File: src/rtl/ocp_burst_slave.sv
// OCP slave that maps programmable-length burst reads/writes onto a single-port memory.
// A single read is outstanding at a time. ERR is returned for illegal commands, bad lengths and MDataLast framing errors.
module ocp_burst_slave #(
  parameter int                 DATAWIDTH    = 8,
  parameter int                 ADDRESSWIDTH = 32,
  parameter int                 IDWIDTH      = 2,
  parameter logic [IDWIDTH-1:0] ID           = 2'b01,
  parameter int                 MAXBURST     = 8,
  parameter int                 BLWIDTH      = 4,
  parameter int                 ADDR_STEP    = 1
) (
  input  logic                    clk,
  input  logic                    rst,
  input  logic [IDWIDTH-1:0]      id,
  input  logic [2:0]              MCmd,
  input  logic [ADDRESSWIDTH-1:0] MAddr,
  input  logic [BLWIDTH-1:0]      MBurstLength,
  input  logic [DATAWIDTH-1:0]    MData,
  input  logic                    MDataValid,
  input  logic                    MDataLast,
  input  logic                    MRespAccept,
  output logic                    SCmdAccept,
  output logic                    SDataAccept,
  output logic [1:0]              SResp,
  output logic [DATAWIDTH-1:0]    SData,
  output logic                    SRespLast,
  output logic [ADDRESSWIDTH-1:0] mem_addr,
  output logic [DATAWIDTH-1:0]    mem_wdata,
  output logic                    mem_we,
  output logic                    mem_re,
  input  logic                    mem_busy,
  input  logic [DATAWIDTH-1:0]    mem_rdata,
  input  logic                    mem_rvalid
);

  typedef enum logic [2:0] {
    S_IDLE    = 3'd0,
    S_WRITE   = 3'd1,
    S_RD_REQ  = 3'd2,
    S_RD_WAIT = 3'd3,
    S_RD_RESP = 3'd4,
    S_RESP    = 3'd5
  } state_t;

  localparam logic [2:0]              CMD_IDLE  = 3'b000;
  localparam logic [2:0]              CMD_WR    = 3'b001;
  localparam logic [2:0]              CMD_RD    = 3'b010;
  localparam logic [1:0]              RESP_NULL = 2'b00;
  localparam logic [1:0]              RESP_DVA  = 2'b01;
  localparam logic [1:0]              RESP_ERR  = 2'b11;
  localparam logic [BLWIDTH-1:0]      MAX_LEN   = BLWIDTH'(MAXBURST);
  localparam logic [BLWIDTH-1:0]      BL_ONE    = BLWIDTH'(1);
  localparam logic [ADDRESSWIDTH-1:0] STEP      = ADDRESSWIDTH'(ADDR_STEP);

  state_t                  state_q, state_d;
  logic [ADDRESSWIDTH-1:0] addr_q, addr_d;
  logic [BLWIDTH-1:0]      len_q, len_d;
  logic [BLWIDTH-1:0]      beat_q, beat_d;
  logic                    err_q, err_d;
  logic [1:0]              resp_q, resp_d;
  logic                    rlast_q, rlast_d;
  logic [DATAWIDTH-1:0]    rdata_q, rdata_d;
  logic [ADDRESSWIDTH-1:0] maddr_q, maddr_d;
  logic [DATAWIDTH-1:0]    wdata_q, wdata_d;
  logic                    we_q, we_d;
  logic                    re_q, re_d;
  logic                    cmd_acc_s, data_acc_s, last_beat_s, len_ok_s, frame_err_s;

  assign last_beat_s = (beat_q == (len_q - BL_ONE));
  assign len_ok_s    = (MBurstLength != {BLWIDTH{1'b0}}) && (MBurstLength <= MAX_LEN);
  assign frame_err_s = (MDataLast != last_beat_s);

  always_comb begin
    state_d    = state_q;
    addr_d     = addr_q;
    len_d      = len_q;
    beat_d     = beat_q;
    err_d      = err_q;
    resp_d     = resp_q;
    rlast_d    = rlast_q;
    rdata_d    = rdata_q;
    maddr_d    = maddr_q;
    wdata_d    = wdata_q;
    we_d       = 1'b0;
    re_d       = 1'b0;
    cmd_acc_s  = 1'b0;
    data_acc_s = 1'b0;
    case (state_q)
      S_IDLE: begin
        cmd_acc_s = (MCmd != CMD_IDLE) && (id == ID) && !mem_busy;
        if (cmd_acc_s) begin
          addr_d = MAddr;
          len_d  = MBurstLength;
          beat_d = {BLWIDTH{1'b0}};
          err_d  = 1'b0;
          if (!len_ok_s || ((MCmd != CMD_WR) && (MCmd != CMD_RD))) begin
            err_d   = 1'b1;
            resp_d  = RESP_ERR;
            rlast_d = 1'b1;
            state_d = S_RESP;
          end else if (MCmd == CMD_WR) begin
            state_d = S_WRITE;
          end else begin
            // mem_busy is already known low here, so the first read issues on the accepting edge
            re_d    = 1'b1;
            maddr_d = MAddr;
            state_d = S_RD_WAIT;
          end
        end else begin
          state_d = S_IDLE;
        end
      end
      S_WRITE: begin
        data_acc_s = MDataValid && !mem_busy;
        if (data_acc_s) begin
          we_d    = 1'b1;
          maddr_d = addr_q;
          wdata_d = MData;
          addr_d  = addr_q + STEP;
          beat_d  = beat_q + BL_ONE;
          err_d   = err_q | frame_err_s;
          if (last_beat_s) begin
            resp_d  = (err_q || frame_err_s) ? RESP_ERR : RESP_DVA;
            rlast_d = 1'b1;
            state_d = S_RESP;
          end else begin
            state_d = S_WRITE;
          end
        end else begin
          state_d = S_WRITE;
        end
      end
      S_RESP: begin
        if (MRespAccept) begin
          resp_d  = RESP_NULL;
          rlast_d = 1'b0;
          state_d = S_IDLE;
        end else begin
          state_d = S_RESP;
        end
      end
      S_RD_REQ: begin
        if (!mem_busy) begin
          re_d    = 1'b1;
          maddr_d = addr_q;
          state_d = S_RD_WAIT;
        end else begin
          state_d = S_RD_REQ;
        end
      end
      S_RD_WAIT: begin
        if (mem_rvalid) begin
          rdata_d = mem_rdata;
          resp_d  = RESP_DVA;
          rlast_d = last_beat_s;
          state_d = S_RD_RESP;
        end else begin
          state_d = S_RD_WAIT;
        end
      end
      S_RD_RESP: begin
        if (MRespAccept) begin
          resp_d  = RESP_NULL;
          rlast_d = 1'b0;
          beat_d  = beat_q + BL_ONE;
          addr_d  = addr_q + STEP;
          state_d = last_beat_s ? S_IDLE : S_RD_REQ;
        end else begin
          state_d = S_RD_RESP;
        end
      end
      default: begin
        state_d = S_IDLE;
      end
    endcase
  end

  always_ff @(posedge clk) begin
    if (rst) begin
      state_q <= S_IDLE;
      addr_q  <= {ADDRESSWIDTH{1'b0}};
      len_q   <= {BLWIDTH{1'b0}};
      beat_q  <= {BLWIDTH{1'b0}};
      err_q   <= 1'b0;
      resp_q  <= RESP_NULL;
      rlast_q <= 1'b0;
      rdata_q <= {DATAWIDTH{1'b0}};
      maddr_q <= {ADDRESSWIDTH{1'b0}};
      wdata_q <= {DATAWIDTH{1'b0}};
      we_q    <= 1'b0;
      re_q    <= 1'b0;
    end else begin
      state_q <= state_d;
      addr_q  <= addr_d;
      len_q   <= len_d;
      beat_q  <= beat_d;
      err_q   <= err_d;
      resp_q  <= resp_d;
      rlast_q <= rlast_d;
      rdata_q <= rdata_d;
      maddr_q <= maddr_d;
      wdata_q <= wdata_d;
      we_q    <= we_d;
      re_q    <= re_d;
    end
  end

  assign SCmdAccept  = cmd_acc_s;
  assign SDataAccept = data_acc_s;
  assign SResp       = resp_q;
  assign SRespLast   = rlast_q;
  assign SData       = rdata_q;
  assign mem_addr    = maddr_q;
  assign mem_wdata   = wdata_q;
  assign mem_we      = we_q;
  assign mem_re      = re_q;

endmodule
File: config.mk
export PLATFORM = sky130hd
export DESIGN_NAME = ocp_burst_slave
export DESIGN_NICKNAME = d
export VERILOG_FILES = /design/src/rtl/ocp_burst_slave.sv
export SDC_FILE = /design/constraint.sdc
export NUM_CORES = 1
export LEC_CHECK = 0
export BUFFER_PORTS_ARGS = -buffer_cell sky130_fd_sc_hd__buf_4
export CORE_MARGIN = 2
export CORE_UTILIZATION = 45
export DETAILED_ROUTE_END_ITERATION = 8
export PLACE_DENSITY = 0.78
export SLEW_MARGIN = 30
export SYNTH_ARGS = -nofsm -noshare
export SYNTH_HDL_FRONTEND = slang
export SYNTH_SLANG_ARGS = --single-unit
File: constraint.sdc
create_clock -name clk -period 1.93 [get_ports clk]
set_input_delay 0.386 -clock clk [delete_from_list [all_inputs] [get_ports clk]]
set_output_delay 0.386 -clock clk [all_outputs]
set_load 0.01 [all_outputs]
## Word-level counts from Yosys, hierarchy flattened

Cells that the tools add are included.
W data, S select, Z words.

- Memories kept: 0
- Input bits: 64
- Word-level logic and storage cells: 116
- Bits in latches: 0
- Flip-flop bits (word level): 97
- Output and inout port bits: 55
- ROM bits: 0
- Bits in writable memories: 0

- Divide/modulo/power cells: 0
- Shifts and indexed selects: 0
- Equality and inequality tests: 21
- Multiplexer cells: 52
- Multipliers: 0
- Reductions and logical operators: 25
- Add/sub/neg operators: 3
- Order comparisons: 1
- Bitwise gates (word level): 2

Operators by type and width:

| cell | count |
|---|---|
| $mux W32 | 8 |
| $pmux W32 S3 | 2 |
| $add A32 B1 Y32 const B | 1 |
| $mux W3 | 7 |
| $mux W2 | 9 |
| $ne A2 B2 Y1 const B | 9 |
| $pmux W3 S6 | 1 |
| $mux W1 | 17 |
| $mux W4 | 3 |
| $pmux W4 S3 | 1 |
| $reduce_bool A3 Y1 | 3 |
| $pmux W2 S4 | 1 |
| $reduce_bool A4 Y1 | 2 |
| $reduce_and A7 Y1 | 1 |
| $eq A3 B1 Y1 const B | 2 |
| $eq A3 B2 Y1 const B | 2 |
| $eq A3 B3 Y1 const B | 2 |
| $reduce_and A2 Y1 | 3 |
| $reduce_and A6 Y1 | 1 |
| $logic_and A1 B1 Y1 | 5 |
| $add A4 B1 Y4 const B | 1 |
| $eq A4 B4 Y1 | 1 |
| $le A4 B4 Y1 const B | 1 |
| $pmux W1 S2 | 2 |
| 16 further kinds | 19 |

## Longest topological paths before layout

Gate-level depths: netlist of run 1.

- Depth after elaboration: 8
- Gate-level depth with buffers: 9

## Worst setup path before layout of run 1

No wires, ideal clock.

- Kind: register -> register
- Start point: register addr_q[0]
- End point: register addr_q[28]
- Period minus slack after synthesis: 2.129 ns
- Cell stages (with the launch flop): 8
- Library setup time: 0.130 ns
- Path slack: -0.199 ns
- Arrival: 1.999 ns
- Cells stage by stage: dfxtp_1 -> ha_1 -> nand3_1 -> or3_1 -> clkbuf_1 -> or4_1 -> a21oi_1 -> o32ai_1

- Longest elaborated chain between the ends: 3
- Elaborated cells between the ends (all ways): 4

Ends and longest elaborated chain:

| item | RTL line | text |
|---|---|---|
| start, declared | 56 | `logic [ADDRESSWIDTH-1:0] addr_q, addr_d;` |
| start signal, assigned | 181 | `addr_q <= {ADDRESSWIDTH{1'b0}};` |
| start signal, assigned | 194 | `addr_q <= addr_d;` |
| $add A32 B1 Y32 * | 119, 166 |  |
| $mux W32, on equally long branches | 162, 115 |  |
| $pmux W32 S3 * | 88 | `case (state_q)` |

Mark *: on every way between the ends. The rest lies on a longest branch, timed or not. The select of a mux whose other input is x is not followed.
A chain may end at the register's enable or synchronous reset.

## Worst setup path after layout of run 1

- Start point: register state_q[0]
- End point: output port SDataAccept

- Longest elaborated chain between the ends: 2

Ends and longest elaborated chain:

| item | RTL line | text |
|---|---|---|
| start, declared | 55 | `state_t state_q, state_d;` |
| start signal, assigned | 193 | `state_q <= state_d;` |
| $eq A3 B1 Y1 | 88 |  |
| $mux W1 | 88 |  |
| end, declared | 23 | `output logic SDataAccept,` |

No other way between the ends.

==> results of run 1 <==
==> how the worst max path moves through the flow <==
stage                     slack, ns                        end  cells after the start                    from
after global placement        -0.05  mem_addr[11]$_SDFFE_PP0P_                      8                   id[1]
after CTS                     -0.13                SDataAccept                      5   state_q[1]$_SDFF_PP0_
after global routing          -0.16    addr_q[21]$_SDFFE_PP0P_                      6  addr_q[1]$_SDFFE_PP0P_
after detailed placement      -0.17  mem_addr[21]$_SDFFE_PP0P_                      8                   id[1]
after floorplan               -0.13    addr_q[28]$_SDFFE_PP0P_                      7  addr_q[0]$_SDFFE_PP0P_
final                         -0.12                SDataAccept                      5   state_q[0]$_SDFF_PP0_
==> sequential cells by signal (all words and copies together) (netlist names) <==
signal and cells:
addr_q 32, mem_addr 32, SData 8, mem_wdata 8, beat_q 4, len_q 4, state_q 3, SResp 2
SRespLast 1, err_q 1, mem_re 1, mem_we 1
==> per-layer routing <==
metal / track usage [%] / up-vias
met3: 4.98 / 52
li1: - / 2700
met1: 31.0 / 2689
met4: 12.7 / 0
met5: 0 / -
met2: 46.2 / 329
==> stage by stage <==
stage          power [mW]  TNS, ns  cells  utilization (%)
6_report             4.83   -0.304    972             70.2
5_1_grt              4.99    -1.35    972             70.2
4_1_cts              4.72   -0.572    961             66.3
3_5_place_dp         3.18    -2.86    931             61.7
3_3_place_gp         3.15    -1.38    931             61.7
2_1_floorplan        2.70   -0.223    629                -
==> cells by family (layout without fill, tap and decap cells) <==
| kind of cell | count (synthesis) | after routing | share of synthesized area [%] |
|---|---|---|---|
| simple gates | 237 | 237 | 22.6 |
| compound gates | 185 | 185 | 24.1 |
| flops | 97 | 97 | 38.8 |
| buf+inv | 62 | 265 | 5.00 |
| mux | 33 | 33 | 6.60 |
| xor+xnor | 12 | 12 | 2.10 |
| fa+ha+maj | 3 | 3 | 0.750 |
==> layout make-up <==
type,count,area [sq um],share of cell area [%]
clock buffers,11,141,1.86
repair buffers,235,2020,26.5
inverters,14,58.8,0.773
multi-input cells,470,3170,41.7
well taps,140,175,2.30
flip-flops and latches,97,1960,25.8
clock inverters,5,78.8,1.04
==> cell usage after synthesis, drive strengths merged (5+ instances only) <==
master	instances	area, sq um
nand4	9	68.8
nand3	19	95.1
o21ai	36	180
or4	5	37.5
or3	8	50.1
xnor2	10	87.6
a211oi	39	293
buf	13	63.8
inv	12	45.0
nand2	77	289
nor4	14	87.6
clkbuf	35	134
a21oi	55	275
mux2i	33	330
dfxtp	97	1940
nor3	13	65.1
nor2	66	248
o21a	5	37.5
==> what timing repair did <==
action                                  4_1_cts  5_1_grt
endpoints found under the hold margin         0        0
gates resized for setup                      31       75
pin swaps                                    10       45
endpoints found under the setup margin       15       63
gates cloned                                  2        4
buffers inserted                             12       12
==> power groups by stage <==
stage	registers (mW)	logic (mW)	clock network, mW
floorplan	2.23	0.472	0
global placement	2.20	0.947	0
detailed placement	2.21	0.971	0
CTS	2.16	1.02	1.54
global route	2.18	1.22	1.60
finish	2.17	1.13	1.53
==> worst max-delay path, cell delays in order (launching register included) <==
cell      delay (ns)
dfxtp_2         0.36
or3b_4          0.39
or2_4           0.25
buf_6           0.13
clkinv_4        0.04
buf_6           0.09
==> results.cfg, run 1 <==
[yosys]
synth.yosys.warnings = 0
mappedNetlistNets = 696
synthesis.area_per_instance_sq_um = 7.96
postSynthRegisterBits = 97
netlist-cell-type-count = 64
fraction_of_registers_with_async_set_reset_pct = 0
ys_seq_area_share_pct = 38.8
postSynthCellCount = 629
ys_dominant_reg_cell = dfxtp_1
netlist_area_sq_um = 5000
number_of_enable_flip_flop_cells_after_synthesis = 0

[worst_setup_path]
timing.critical_path.from_type = flop
reg2reg_depth = 6
worst_r2r_startpoint = addr_q[1]$_SDFFE_PP0P_
endpoint_kind = output pin
critical_path.max_fanout = 3
worstPathRequired_ns = 1.54
endpoint_of_the_most_critical_register_to_register_path = addr_q[21]$_SDFFE_PP0P_
worst_setup_slack_for_register_to_register_paths_ns = -0.10
crit_arrival_ns = 1.66
setup.worst_path.class = flop to output pin

[timing]
worst_clock_skew_ns = 0.0167
hold_viol = 0
finalWorstSetupSlack_ns = -0.116
fmax_mhz = 489
rsz0062_at_grt = true
maxSlewViolCount = 0
tightestPinTransition_ns = 0.494
min_period_over_period_pct = 106
max-slew-margin-rel_pct = 66.9
final-setup-viol-count = 6
fin_crit_ns = 2.05
fin_hold_ws_ns = 0.227

[global_route]
grt_pass1_vias = 5365
grt-ovfl-total = 0
grt_usage_pct = 26.4
pin_count_of_the_biggest_net_entering_global_routing = 36
grt_pass1_wl_mm = 25.1
number_of_antenna_violations_at_the_first_check_in_global_routing = 0

[clock_network]
ctsHoldBuffers = 0
cts_max_path_buffers = 2
cts-root-buf = clkbuf_8
htreeDepth = 3
tritoncts_num_sinks = 97
post_cts_clock_slew_at_the_launch_and_capture_registers_of_the_worst_setup_and_hold_paths_ns = 0.10
clk_latency_ns = 0.40
numCtsBuffers = 9
clock_tree_from_tritoncts = yes

[routing]
route.detailed.wl_per_inst_um = 17.9
vias = 5770
antenna_viol_nets_final = 0
routed_wl_mm = 17.4
initialDrtViolationCount = 468
detailedRoute.firstPassIterationCount = 8
via_per_inst = 5.94
met2RoutedLength_mm = 8.59
drc_errors = 0
wirelength_met1_mm = 6.70
uppermost_layer_routed = met4
wl_met3_mm = 1.49

[die]
design.die.area_sq_um = 12000
core-area_sq_um = 10800
die_height_um = 109
design.portCount = 119
start_util_pct = 46.2
die_width_um = 109
floorplan.rows = 38

[final_layout]
n_fill_cell = 780
fin_nets = 894
design_area_sq_um = 7610
layout.cells.most_common_list = buf_4, dfxtp_1, nand2_1, nor2_1, a21oi_1
final_layout_size_suffix_gt1_share_pct = 40.0
area_delta_synth_final_pct = 52.0
final_common_cell = buf_4
diodes_inserted = 0

[power]
power.switching_mw = 1.41
combPwrFrac_pct = 23.5
sw_share_pct = 29.2
share_clk_of_total_power_pct = 31.7
power-per-cell-area_nw_per_um2 = 635
pwr-share-seq_pct = 44.9
internal_power_mw = 3.42
worst_vdd_rail_ir_drop_v = 0.000401
leakagePower_nw = 2.94

[placement]
placement.cell_area_sq_um = 6690
portBuffers = 118
gp_congestion = 0.950
placement.setup.worst_slack_ns = -0.166
post-dp-hpwl_mm = 10.9

[run_status]
violations = negative setup slack
status = finished, violations left

[worst_hold_path]
worst_hold_path.num_cells = 3
worstHoldPathType = input pin to flop
holdCritStartpoint = mem_rdata[4]
min_to = SData[4]$_SDFFE_PP0P_

[run]
max_capacitance_violation_count = 0
Note: power is estimated with default switching activity, not from simulation.
==> run 2: changes to the inputs <==
--- a/config.mk
+++ b/config.mk
@@ -6,10 +6,10 @@
 export NUM_CORES = 1
 export LEC_CHECK = 0
 export BUFFER_PORTS_ARGS = -buffer_cell sky130_fd_sc_hd__buf_4
-export CORE_MARGIN = 2
+export CORE_MARGIN = 8
 export CORE_UTILIZATION = 45
 export DETAILED_ROUTE_END_ITERATION = 8
-export PLACE_DENSITY = 0.78
+export PLACE_DENSITY = 0.76
 export SLEW_MARGIN = 30
 export SYNTH_ARGS = -nofsm -noshare
 export SYNTH_HDL_FRONTEND = slang
==> constraint.sdc (replaced) <==
create_clock -name clk -period 2.3 [get_ports clk]
set_input_delay 0.46 -clock clk [delete_from_list [all_inputs] [get_ports clk]]
set_output_delay 0.46 -clock clk [all_outputs]
set_load 0.01 [all_outputs]
==> run 2 against run 1 <==
Against the previous run: the run now ends clean; critical endpoint unchanged; utilization shrank 10 points; critical path type unchanged; sequential cell count is the same; die area grew 23%; via count shrank 12%.
==> results.cfg, run 2 (synthesized netlist as in run 1, its figures left out) <==
[routing]
vias = 5063
wirelength_met1_mm = 6.02
via_per_inst = 5.70
antenna_viol_nets_final = 0
uppermost_layer_routed = met4
routed_wl_mm = 14.5
detailedRoute.firstPassIterationCount = 5
route.detailed.wl_per_inst_um = 16.4
wl_met3_mm = 1.28
met2RoutedLength_mm = 6.96
drc_errors = 0
initialDrtViolationCount = 278

[placement]
gp_congestion = 0.952
placement.setup.worst_slack_ns = 0.137
portBuffers = 118
post-dp-hpwl_mm = 10.6

[timing]
tightestPinTransition_ns = 0.630
fin_setup_tns_ns = 0
worst_clock_skew_ns = 0.00588
fin_hold_ws_ns = 0.312
rsz0062_at_grt = false
fin_crit_ns = 2.23
hold_viol = 0
finalWorstSetupSlack_ns = 0.0690
final-setup-viol-count = 0
min_period_over_period_pct = 97.0
fmax_mhz = 448
max-slew-margin-rel_pct = 58.0
maxSlewViolCount = 0

[worst_hold_path]
holdCritStartpoint = mem_rdata[1]
worst_hold_path.num_cells = 3
min_to = SData[1]$_SDFFE_PP0P_
worstHoldPathType = input pin to flop

[power]
power-per-cell-area_nw_per_um2 = 617
worst_vdd_rail_ir_drop_v = 0.000438
leakagePower_nw = 2.36
combPwrFrac_pct = 17.6
share_clk_of_total_power_pct = 36.6
internal_power_mw = 2.93
pwr-share-seq_pct = 45.8
sw_share_pct = 26.9
power.switching_mw = 1.08

[worst_setup_path]
worst_r2r_startpoint = addr_q[0]$_SDFFE_PP0P_
cp_slowest_stage_delay_ns = 0.53
worstPathRequired_ns = 1.84
worst_path_dominant_cell_family = simple AND/OR/NAND/NOR gates
critical_path.cell_chain = or3b_2 -> or2_4 -> clkinv_1 -> buf_4
setup.worst_path.class = flop to output pin
critical_path.max_fanout = 8
endpoint_kind = output pin
critical_path_slowest_stage_cell = or3b_2
cp_num_buf_inv = 2
worst_setup_slack_for_register_to_register_paths_ns = 0.15
endpoint_of_the_most_critical_register_to_register_path = addr_q[30]$_SDFFE_PP0P_
timing.critical_path.from_type = flop
reg2reg_depth = 7
crit_arrival_ns = 1.77

[global_route]
grt_pass1_wl_mm = 24.5
number_of_antenna_violations_at_the_first_check_in_global_routing = 0
grt_usage_pct = 20.1
grt-ovfl-total = 0
pin_count_of_the_biggest_net_entering_global_routing = 40
grt_pass1_vias = 5037

[clock_network]
cts_max_path_buffers = 2
cts-root-buf = clkbuf_8
ctsHoldBuffers = 0
htreeDepth = 3
tritoncts_num_sinks = 97
cts_post_setup_buffers_inserted = 0
post_cts_clock_slew_at_the_launch_and_capture_registers_of_the_worst_setup_and_hold_paths_ns = 0.10
numCtsBuffers = 9
clock_tree_from_tritoncts = yes
clk_latency_ns = 0.39
post_cts_resize_count = 4

[final_layout]
n_fill_cell = 995
diodes_inserted = 0
post-route-util_pct = 59.9
final_common_cell = buf_4
fin_nets = 810
layout.cells.most_common_list = buf_4, dfxtp_1, nand2_1, nor2_1, a21oi_1
area_delta_synth_final_pct = 29.6
final_layout_size_suffix_gt1_share_pct = 24.6

[die]
floorplan.rows = 38
start_util_pct = 46.2
design.portCount = 119
die_height_um = 121
design.die.area_sq_um = 14800
die_width_um = 121
core-area_sq_um = 10800

[run_status]
status = complete, no violations

[run]
max_capacitance_violation_count = 0
## run 2: worst max path at each step
stage / from / end / slack (ns) / cells after the start
after global routing: state_q[0]$_SDFF_PP0_ / SDataAccept / 0.009 / 4
after global placement: MCmd[1] / addr_q[19]$_SDFFE_PP0P_ / 0.20 / 8
after CTS: state_q[0]$_SDFF_PP0_ / SDataAccept / 0.06 / 4
final: state_q[2]$_SDFF_PP0_ / SDataAccept / 0.07 / 4
after detailed placement: MCmd[1] / addr_q[19]$_SDFFE_PP0P_ / 0.14 / 8
after floorplan: addr_q[0]$_SDFFE_PP0P_ / addr_q[28]$_SDFFE_PP0P_ / 0.17 / 7
## run 2: per-stage QoR
step / cells / power [mW] / instance area (sq um)
detailed placement: 872 / 2.57 / 6210
global route: 888 / 4.17 / 6490
floorplan: 629 / 2.26 / 5000
CTS: 888 / 4.03 / 6480
finish: 888 / 4.00 / 6490
global placement: 872 / 2.55 / 6210
## run 2: metal layers
metal  global-route usage (%)  vias to the layer above
li1                         -                     2529
met1                     23.2                     2338
met2                     33.5                      175
met3                     6.65                       21
met4                     8.10                        0
met5                        0                        -
## run 2: worst reg2reg max path, stage by stage (launching register included)
cell,delay (ns)
dfxtp_1,0.35
ha_1,0.23
nand3_1,0.11
or3_1,0.47
buf_4,0.20
nor4_1,0.42
o21ai_0,0.13
o2bb2ai_1,0.14
## run 2: layout make-up
type / count / area, sq um / area share (%)
Clock inverter: 7 / 143 / 2.20
Inverter: 14 / 52.6 / 0.810
Timing Repair Buffer: 151 / 1210 / 18.6
Tap cell: 140 / 175 / 2.70
Clock buffer: 9 / 124 / 1.91
Multi-Input combinational cell: 470 / 2840 / 43.8
Sequential cell: 97 / 1950 / 30.0
## run 2: power groups by stage
stage               registers, mW  clock network, mW  logic (mW)
floorplan                    1.87                  0       0.395
global placement             1.87                  0       0.686
detailed placement           1.87                  0       0.700
CTS                          1.83               1.49       0.705
global route                 1.85               1.55       0.777
finish                       1.83               1.47       0.705
==> run 3: changes to the inputs <==
--- a/config.mk
+++ b/config.mk
@@ -10,7 +10,7 @@
 export CORE_UTILIZATION = 45
 export DETAILED_ROUTE_END_ITERATION = 8
 export PLACE_DENSITY = 0.76
-export SLEW_MARGIN = 30
+export SLEW_MARGIN = 5
 export SYNTH_ARGS = -nofsm -noshare
 export SYNTH_HDL_FRONTEND = slang
 export SYNTH_SLANG_ARGS = --single-unit
==> constraint.sdc (replaced) <==
create_clock -name clk -period 2.6 [get_ports clk]
set_input_delay 0.52 -clock clk [delete_from_list [all_inputs] [get_ports clk]]
set_output_delay 0.52 -clock clk [all_outputs]
set_load 0.01 [all_outputs]
==> run 3 against run 2 <==
Against the previous run: via count decreased by 0.85%; first-iteration DRC count grew 26%; hold slack better by 0.076 ns; sequential power down 11%; routed wire length is 3.5% lower; worst setup slack improved by 0.046 ns; combinational power fell by 16%; clock power is 31% lower; clock skew is 0.0042 ns higher; global-route usage is 1.2 points lower; critical path depth unchanged; final area fell by 3.4%; highest routed layer unchanged.
==> results.cfg, run 3 (synthesized netlist as in run 1, its figures left out) <==
[timing]
rsz0062_at_grt = false
final-setup-viol-count = 0
min_period_over_period_pct = 95.6
fin_setup_tns_ns = 0
tightestPinTransition_ns = 0.665
maxSlewViolCount = 0
finalWorstSetupSlack_ns = 0.115
fin_crit_ns = 2.49
hold_viol = 0
max-slew-margin-rel_pct = 55.7
fmax_mhz = 402
fin_hold_ws_ns = 0.388
worst_clock_skew_ns = 0.0100

[global_route]
grt_pass1_vias = 4982
pin_count_of_the_biggest_net_entering_global_routing = 65
grt-ovfl-total = 0
number_of_antenna_violations_at_the_first_check_in_global_routing = 0
grt_pass1_wl_mm = 23.2
grt_usage_pct = 18.9

[final_layout]
layout.cells.most_common_list = buf_4, dfxtp_1, nand2_1, nor2_1, a21oi_1
fin_nets = 793
final_layout_size_suffix_gt1_share_pct = 22.6
area_delta_synth_final_pct = 25.2
final_common_cell = buf_4
diodes_inserted = 0

[worst_setup_path]
critical_path.max_fanout = 14
endpoint_kind = output pin
setup.worst_path.class = flop to output pin
worstPathRequired_ns = 2.08
crit_arrival_ns = 1.97
timing.critical_path.from_type = flop

[placement]
post-dp-hpwl_mm = 10.1
gp_congestion = 0.890
portBuffers = 118
placement.setup.worst_slack_ns = 0.263

[die]
start_util_pct = 46.2
design.die.area_sq_um = 14800
design.portCount = 119
core-area_sq_um = 10800
die_width_um = 121
floorplan.rows = 38
die_height_um = 121

[clock_network]
post_cts_clock_slew_at_the_launch_and_capture_registers_of_the_worst_setup_and_hold_paths_ns = 0.10
numCtsBuffers = 9
clock_tree_from_tritoncts = yes
htreeDepth = 3
cts_max_path_buffers = 2
cts_post_setup_buffers_inserted = 0
tritoncts_num_sinks = 97
clk_latency_ns = 0.37
cts-root-buf = clkbuf_8

[routing]
detailedRoute.firstPassIterationCount = 5
vias = 5020
antenna_viol_nets_final = 0
drc_errors = 0
via_per_inst = 5.76
route.detailed.wl_per_inst_um = 16.1
initialDrtViolationCount = 349
routed_wl_mm = 14.0

[worst_hold_path]
worstHoldPathType = input pin to flop

[power]
power-per-cell-area_nw_per_um2 = 516
leakagePower_nw = 2.25
worst_vdd_rail_ir_drop_v = 0.000236
post-layout-total-power_mw = 3.24

[run]
max_capacitance_violation_count = 0

[run_status]
status = complete, no violations
==> run 3: worst max-delay path: stages, from the launching register on <==
cell,delay [ns]
dfxtp_2,0.41
or3b_2,0.54
or2_2,0.42
clkinv_1,0.10
buf_4,0.12
==> run 3: cell type report <==
| class | instances | area [sq um] |
|---|---|---|
| clock buffer | 11 | 141 |
| clock inverter | 5 | 55.1 |
| multi-input combinational | 470 | 2830 |
| tap | 140 | 175 |
| inverter | 14 | 52.6 |
| timing repair buffer | 134 | 1070 |
| fill | 983 | 4570 |
| sequential | 97 | 1940 |
==> run 3: stage by stage <==
step	std cells	util, %	instance area [sq um]
after floorplan	629	-	5000
after global placement	855	56.0	6070
after detailed placement	855	56.0	6070
after CTS	871	57.8	6270
after global routing	871	57.8	6270
final	871	57.8	6270
==> run 3: per-layer routing <==
metal | wire, um | GRT usage, % | up-vias
li1 | - | - | 2503
met1 | 5820 | 21.5 | 2291
met2 | 6440 | 30.7 | 203
met3 | 1480 | 7.72 | 23
met4 | 289 | 8.40 | 0
met5 | 0 | 0 | -
==> run 3: path summary, 6_finish.rpt <==
| path | startpoint | endpoint | slack (ns) | cells past startpoint |
|---|---|---|---|---|
| min reg2reg | SData[1]$_SDFFE_PP0P_ | SData[1]$_SDFFE_PP0P_ | 0.46 | 2 |
| max | state_q[2]$_SDFF_PP0_ | SDataAccept | 0.11 | 4 |
| max reg2reg | addr_q[0]$_SDFFE_PP0P_ | addr_q[28]$_SDFFE_PP0P_ | 0.25 | 6 |
| min | MData[5] | mem_wdata[5]$_SDFFE_PP0P_ | 0.39 | 3 |
==> run 3: report_power, final <==
| group | internal [mW] | total, mW | switching (mW) | leakage [nW] |
|---|---|---|---|---|
| clock network | 0.469 | 1.01 | 0.545 | 0.0953 |
| registers | 1.56 | 1.63 | 0.0718 | 0.788 |
| logic | 0.282 | 0.595 | 0.314 | 1.37 |
==> run 3: timing repair <==
action                                  in CTS  in global routing
endpoints found under the setup margin       0                  1
gates resized for setup                      0                  2
hold buffers                                 0                  0
